## src/rtl/dp_seq_arbiter_if.sv

```systemverilog
// Requester/datapath-control bundle for the shared select/mux datapath.
//
// Handshake: a requester raises its req bit and holds it until it sees its
// done bit. The arbiter answers with gnt (one-hot, held from P1 through DONE)
// and a one-cycle done pulse. rep_cnt is sampled only on the grant edge, and
// abort is a single-cycle synchronous cancel. There is no other flow control.
interface dp_seq_arbiter_if #(
    parameter int NREQ  = 2,
    parameter int REP_W = 4
);
    logic [NREQ-1:0]  req;
    logic [REP_W-1:0] rep_cnt;
    logic             abort;
    logic [NREQ-1:0]  gnt;
    logic             busy;
    logic [NREQ-1:0]  done;
    logic             sel1, sel2, sel3, sel4;
    logic             mux1, mux2;
    logic             Aout, Dout;
    logic [2:0]       dbg_state;

    // Requesting side
    modport master (
        output req, rep_cnt, abort,
        input  gnt, busy, done, sel1, sel2, sel3, sel4, mux1, mux2, Aout, Dout, dbg_state
    );

    // Arbiter side
    modport slave (
        input  req, rep_cnt, abort,
        output gnt, busy, done, sel1, sel2, sel3, sel4, mux1, mux2, Aout, Dout, dbg_state
    );
endinterface

```

## src/rtl/dp_seq_arbiter.sv

```systemverilog
// Round-robin arbiter that owns the two-stage select/mux datapath controls.
// The winner gets P1-P3 repeated (rep_cnt+1) times, then a flush (P4) and a
// one-cycle done pulse. All outputs decode registered state only.
module dp_seq_arbiter #(
    parameter int NREQ  = 2,
    parameter int REP_W = 4
) (
    input  logic           clk,
    input  logic           rst,
    dp_seq_arbiter_if.slave bus
);
    localparam int PTR_W = (NREQ > 1) ? $clog2(NREQ) : 1;

    typedef enum logic [2:0] {
        S_IDLE = 3'd0,
        S_P1   = 3'd1,
        S_P2   = 3'd2,
        S_P3   = 3'd3,
        S_P4   = 3'd4,
        S_DONE = 3'd5
    } state_t;

    state_t           state_q, state_d;
    logic [PTR_W-1:0] win_q, win_d;
    logic [PTR_W-1:0] ptr_q, ptr_d;
    logic [REP_W-1:0] cnt_q, cnt_d;

    logic             pick_valid;
    logic [PTR_W-1:0] pick_idx;

    // Round-robin search: first requester at or above the pointer, wrapping.
    always_comb begin
        int idx;
        pick_valid = 1'b0;
        pick_idx   = '0;
        idx        = 0;
        for (int i = 0; i < NREQ; i++) begin
            idx = int'(ptr_q) + i;
            if (idx >= NREQ) idx = idx - NREQ;
            if (!pick_valid && bus.req[idx]) begin
                pick_valid = 1'b1;
                pick_idx   = PTR_W'(idx);
            end
        end
    end

    // State, winner, pointer and iteration-counter registers.
    always_ff @(posedge clk) begin
        if (rst) begin
            state_q <= S_IDLE;
            win_q   <= '0;
            ptr_q   <= '0;
            cnt_q   <= '0;
        end else begin
            state_q <= state_d;
            win_q   <= win_d;
            ptr_q   <= ptr_d;
            cnt_q   <= cnt_d;
        end
    end

    // Next-state: phase sequencing, grant capture and abort handling.
    always_comb begin
        state_d = state_q;
        win_d   = win_q;
        ptr_d   = ptr_q;
        cnt_d   = cnt_q;
        case (state_q)
            S_IDLE: begin
                if (pick_valid) begin
                    state_d = S_P1;
                    win_d   = pick_idx;
                    cnt_d   = bus.rep_cnt;
                    ptr_d   = (pick_idx == PTR_W'(NREQ - 1)) ? '0 : pick_idx + 1'b1;
                end
            end
            S_P1: state_d = S_P2;
            S_P2: state_d = S_P3;
            S_P3: begin
                if (cnt_q != '0) begin
                    cnt_d   = cnt_q - 1'b1;
                    state_d = S_P1;
                end else begin
                    state_d = S_P4;
                end
            end
            S_P4:    state_d = S_DONE;
            S_DONE:  state_d = S_IDLE;
            default: state_d = S_IDLE;
        endcase
        // Abort cancels any active operation; the pointer stays advanced so
        // the aborted requester does not regain top priority.
        if (state_q != S_IDLE && bus.abort) begin
            state_d = S_IDLE;
            cnt_d   = '0;
        end
    end

    // Output decode of registered state and winner.
    always_comb begin
        bus.gnt       = '0;
        bus.done      = '0;
        bus.busy      = 1'b0;
        bus.sel1      = 1'b0;
        bus.sel2      = 1'b0;
        bus.sel3      = 1'b0;
        bus.sel4      = 1'b0;
        bus.mux1      = 1'b0;
        bus.mux2      = 1'b0;
        bus.Aout      = 1'b0;
        bus.Dout      = 1'b0;
        bus.dbg_state = state_q;
        if (state_q != S_IDLE) begin
            bus.busy       = 1'b1;
            bus.gnt[win_q] = 1'b1;
        end
        case (state_q)
            S_P1: begin
                bus.sel1 = 1'b1;
                bus.sel3 = 1'b1;
                bus.Aout = 1'b1;
                bus.Dout = 1'b1;
            end
            S_P2: begin
                bus.sel2 = 1'b1;
                bus.sel4 = 1'b1;
            end
            S_P3: begin
                bus.sel2 = 1'b1;
                bus.sel4 = 1'b1;
                bus.mux1 = 1'b1;
                bus.mux2 = 1'b1;
                bus.Aout = 1'b1;
                bus.Dout = 1'b1;
            end
            S_DONE:  bus.done[win_q] = 1'b1;
            default: ;
        endcase
    end
endmodule

```

## src/flat_wrapper.sv

```systemverilog
// flat-port wrapper written by rule: the top's interface ports become plain ports
module dp_seq_arbiter_flat 
#(
    parameter int NREQ  = 2,
    parameter int REP_W = 4
)
  (clk, rst, bus_req, bus_rep_cnt, bus_abort, bus_gnt, bus_busy, bus_done, bus_sel1, bus_sel2, bus_sel3, bus_sel4, bus_mux1, bus_mux2, bus_Aout, bus_Dout, bus_dbg_state);
  dp_seq_arbiter_if #(.NREQ(NREQ), .REP_W(REP_W)) bus_i ();
  input  logic clk;
  input  logic rst;
  input wire logic [$bits(bus_i.req)-1:0] bus_req;
  input wire logic [$bits(bus_i.rep_cnt)-1:0] bus_rep_cnt;
  input wire logic [$bits(bus_i.abort)-1:0] bus_abort;
  output wire logic [$bits(bus_i.gnt)-1:0] bus_gnt;
  output wire logic [$bits(bus_i.busy)-1:0] bus_busy;
  output wire logic [$bits(bus_i.done)-1:0] bus_done;
  output wire logic [$bits(bus_i.sel1)-1:0] bus_sel1;
  output wire logic [$bits(bus_i.sel2)-1:0] bus_sel2;
  output wire logic [$bits(bus_i.sel3)-1:0] bus_sel3;
  output wire logic [$bits(bus_i.sel4)-1:0] bus_sel4;
  output wire logic [$bits(bus_i.mux1)-1:0] bus_mux1;
  output wire logic [$bits(bus_i.mux2)-1:0] bus_mux2;
  output wire logic [$bits(bus_i.Aout)-1:0] bus_Aout;
  output wire logic [$bits(bus_i.Dout)-1:0] bus_Dout;
  output wire logic [$bits(bus_i.dbg_state)-1:0] bus_dbg_state;
  assign bus_i.req = bus_req;
  assign bus_i.rep_cnt = bus_rep_cnt;
  assign bus_i.abort = bus_abort;
  assign bus_gnt = bus_i.gnt;
  assign bus_busy = bus_i.busy;
  assign bus_done = bus_i.done;
  assign bus_sel1 = bus_i.sel1;
  assign bus_sel2 = bus_i.sel2;
  assign bus_sel3 = bus_i.sel3;
  assign bus_sel4 = bus_i.sel4;
  assign bus_mux1 = bus_i.mux1;
  assign bus_mux2 = bus_i.mux2;
  assign bus_Aout = bus_i.Aout;
  assign bus_Dout = bus_i.Dout;
  assign bus_dbg_state = bus_i.dbg_state;
  dp_seq_arbiter #(.NREQ(NREQ), .REP_W(REP_W)) u_core (.clk(clk), .rst(rst), .bus(bus_i));
endmodule
```

## config.mk

```make
export PLATFORM = sky130hd
export DESIGN_NAME = dp_seq_arbiter_flat
export DESIGN_NICKNAME = d
export VERILOG_FILES = /design/src/rtl/dp_seq_arbiter_if.sv /design/src/rtl/dp_seq_arbiter.sv /design/src/flat_wrapper.sv
export SDC_FILE = /design/constraint.sdc
export NUM_CORES = 1
export LEC_CHECK = 0
export ABC_AREA = 1
export ABC_CLOCK_PERIOD_IN_PS = 1700
export CAP_MARGIN = 10
export CORE_MARGIN = 2
export CORE_UTILIZATION = 41
export DETAILED_ROUTE_END_ITERATION = 8
export PLACE_DENSITY = 0.77
export SETUP_SLACK_MARGIN = 0.4
export SKIP_CTS_REPAIR_TIMING = 1
export SYNTH_ARGS = -nofsm -noshare
export SYNTH_HDL_FRONTEND = slang
export SYNTH_SLANG_ARGS = --single-unit
export TNS_END_PERCENT = 100
```

## constraint.sdc

```tcl
create_clock -name clk -period 1.7 [get_ports clk]
set_input_delay 0.51 -clock clk [delete_from_list [all_inputs] [get_ports clk]]
set_output_delay 0.51 -clock clk [all_outputs]
set_load 0.1 [all_outputs]
```

==> results.toml <==
[min_path]
worst_hold_path.num_cells = 1
worst_hold_path_type = "reg -> reg"

[sta]
timing.final.crit_share = 1.02
slew_headroom = 0.826
postLayoutSetupSlackWorst_ns = -0.0416
report.final.hold_viol_count = 0
final-setup-viol-count = 4
worst_hold_slack_ns = 0.535
setup_repair_after_global_routing_missed_its_margin = "true"
max_slew.worst_pin.slew_ns = 0.261
period_needed_ns = 1.74
finalMaxSlewViolations = 0
max_clock_freq_mhz = 574
skew_ns = 0.00930

[die]
die_y_microns = 42.9
fp.dieW_microns = 42.9
core-area_sq_mm = 0.00145
initial_core_util = 0.426
num_rows = 14
dieArea_sq_mm = 0.00184
pin_count = 25

[setup_path]
crit_path_cell_trace = "nand2_2 > nor2_4 > or2_4 > buf_12"
rrSetupSlack_ns = 0.36
critPathMaxFanout = 6
worst-path-stages = 4
critPathCaptureType = "primary output"
critical_path.max_stage_delay_ns = 0.38
crit_required_ns = 1.19
crit_type = "reg -> out"
worst_path_bufs_invs = 1
path_delay_family = "simple AND/OR/NAND/NOR gates"
worst-r2r-cell-count = 8
worst_setup_path_start_kind = "flop"
critical_path_arrival_ns = 1.23
cp_slowest_cell = "dfxtp_4"

[grt]
gr-total-overflow = 0
grt_util_all_layers = 0.191
grt_first_pass_wirelength_microns = 2670
largest_net_degree_at_the_start_of_global_routing = 9
grt_antenna_before_repair = 0
number_of_global_route_vias_before_repair = 671

[power_and_ir_drop]
finalPower_w = 0.00223
power.switching_w = 0.00126
power_leakage_nw = 0.536
comb_power_share = 0.761
pwr-share-clk = 0.076
irDropWorstVdd_mv = 1.16
sw_frac_of_total = 0.564
pwr_dens_mw_per_mm2 = 1760
share_seq_of_total_power = 0.163
cellInternalPower_w = 0.000973

[synthesis]
postSynthCellCount = 93
synth_compound_gate_area_share = 0.145
simple_gate_share_of_the_synthesized_area = 0.410
largest_family_of_logic_cells_by_synthesized_area = "simple AND/OR/NAND/NOR gates"
muxShareOfSynthArea = 0
synth.net_count = 103
synth_adder_area_share = 0.0202
dominantRegCellSynth = "dfxtp_1"
post_synth_num_cell_types = 21
ys.warnings.count = 0
synth_sequential_area_ratio = 0.291
synth_area_leaders = "dfxtp_1, nand2_1, nor2_1"
synth_edf_count = 0
post_synth.cell_area_avg_sq_um = 6.66
synth_area_sq_um = 619
synth.top_cell.area_share = 0.291
yosys.area.top_type = "dfxtp_1"
synth_top_cells_by_count = "nand2_1, nor2_1, dfxtp_1, inv_1, nand3_1"
ys_async_sr_fraction = 0
synth_most_common_cell = "nand2_1"
yosys_register_bits = 9
synth-xor-area-share = 0

[placement]
io_buffers = 24
gp_routability_congestion = 0.834
hpwlAfterDp_microns = 1300

[clocking]
numClockSinks = 9
clk_transition_reported_paths_ns = 0.07
cts_made_buffers = 3
clock_latency_ns = 0.27
clock-root-buffer = "clkbuf_4"
tritoncts = "done"
cts.htree.levels = 1
cts.path.max_buffers = 2

[routing]
routed-via-count = 721
route.detailed.drc = 0
routedWlPerCell_microns = 13.0
detail_route.wirelength_microns = 1840
detailedRoute.firstIterationViolations = 9
antenna_left = 0
drt_pre_antenna_iters = 4
route.detailed.vias_per_inst = 5.08

[layout]
diodes = 0
fill_cells = 70
nets = 137
sequential_cell_area_in_the_final_layout_sq_um = 195
area.growth.synth_to_final_pct = 104
share_of_cells_above_drive_strength_1 = 0.556
area_of_the_multi_input_gates_sq_um = 484

[flow_run]
count_of_max_cap_constraint_violations = 0

[outcome]
violated_checks = "setup timing"
status = "finished with violations"
[power by group through the flow]
stage | Sequential [W] | Combinational [W] | Clock [W]
3_3_place_gp | 0.000352 | 0.00153 | 0
4_1_cts | 0.000352 | 0.00157 | 0.000169
3_5_place_dp | 0.000356 | 0.00156 | 0
5_1_grt | 0.000371 | 0.00178 | 0.000178
6_report | 0.000364 | 0.00170 | 0.000170
2_1_floorplan | 0.000427 | 0.00105 | 0
[layout make-up]
cell class                 count  share of cell area
multi-input combinational     66               0.382
timing repair buffer          33               0.376
sequential                     9               0.154
inverter                      14              0.0494
clock buffer                   3              0.0178
tap                           16              0.0158
clock inverter                 1             0.00395
[registers in the layout (all words and copies together) (netlist names)]
register,flops
u_core.win_q,1
u_core.cnt_q,4
u_core.bus.dbg_state,3
u_core.ptr_q,1
[per-layer routing]
layer | up-vias | part of all wire | GRT usage
met5 | - | 0 | 0
met4 | 0 | 0.0049 | 0.0938
met3 | 2 | 0.041 | 0.0298
met2 | 24 | 0.51 | 0.348
met1 | 327 | 0.45 | 0.210
li1 | 368 | - | -
[metrics by stage]
step	std cells	instance area (sq um)	utilization	setup WS (ns)	setup TNS, ns
after global routing	142	1270	0.871	-0.0676	-0.477
after CTS	137	1160	0.799	-0.0904	-0.734
after floorplan	93	752	-	-1.01	-5.64
final	142	1270	0.871	-0.0416	-0.127
after global placement	133	1130	0.781	-0.00579	-0.00579
after detailed placement	133	1130	0.781	-0.0307	-0.123
[cell families (layout without fill, tap and decap cells)]
| kind of cell | Yosys count | in the layout |
|---|---|---|
| AOI/OAI and AO/OA | 16 | 16 |
| adders and majority gates | 1 | 1 |
| buffers and inverters | 18 | 51 |
| DFF | 9 | 9 |
| and+or+nand+nor | 49 | 49 |
[final timing paths]
kind,start,to
setup / recovery,u_core.bus.dbg_state[0]$_SDFFE_PP0P_,bus_Dout
hold / removal,u_core.bus.dbg_state[0]$_SDFFE_PP0P_,u_core.bus.dbg_state[0]$_SDFFE_PP0P_
setup reg to reg,u_core.bus.dbg_state[0]$_SDFFE_PP0P_,u_core.cnt_q[1]$_SDFFE_PP0P_
hold reg to reg,u_core.bus.dbg_state[0]$_SDFFE_PP0P_,u_core.bus.dbg_state[0]$_SDFFE_PP0P_
[placed cells by master (no fill, tap or decap), types with 3 or more instances in the layout]
master and instances:
dfxtp_2 3, a21oi_1 5, buf_4 8, o21ai_0 3, inv_2 4, nand2_2 4, nor2_4 10, clkdlybuf4s50_1 6
nand2_1 13, dfxtp_4 3, nand3_1 4, nor3_1 3, inv_1 6, inv_4 4, nor2_1 6, clkbuf_4 3
o21ai_1 4, nand2_4 3, dfxtp_1 3, buf_12 16
(Power assumes the default switching activity.)
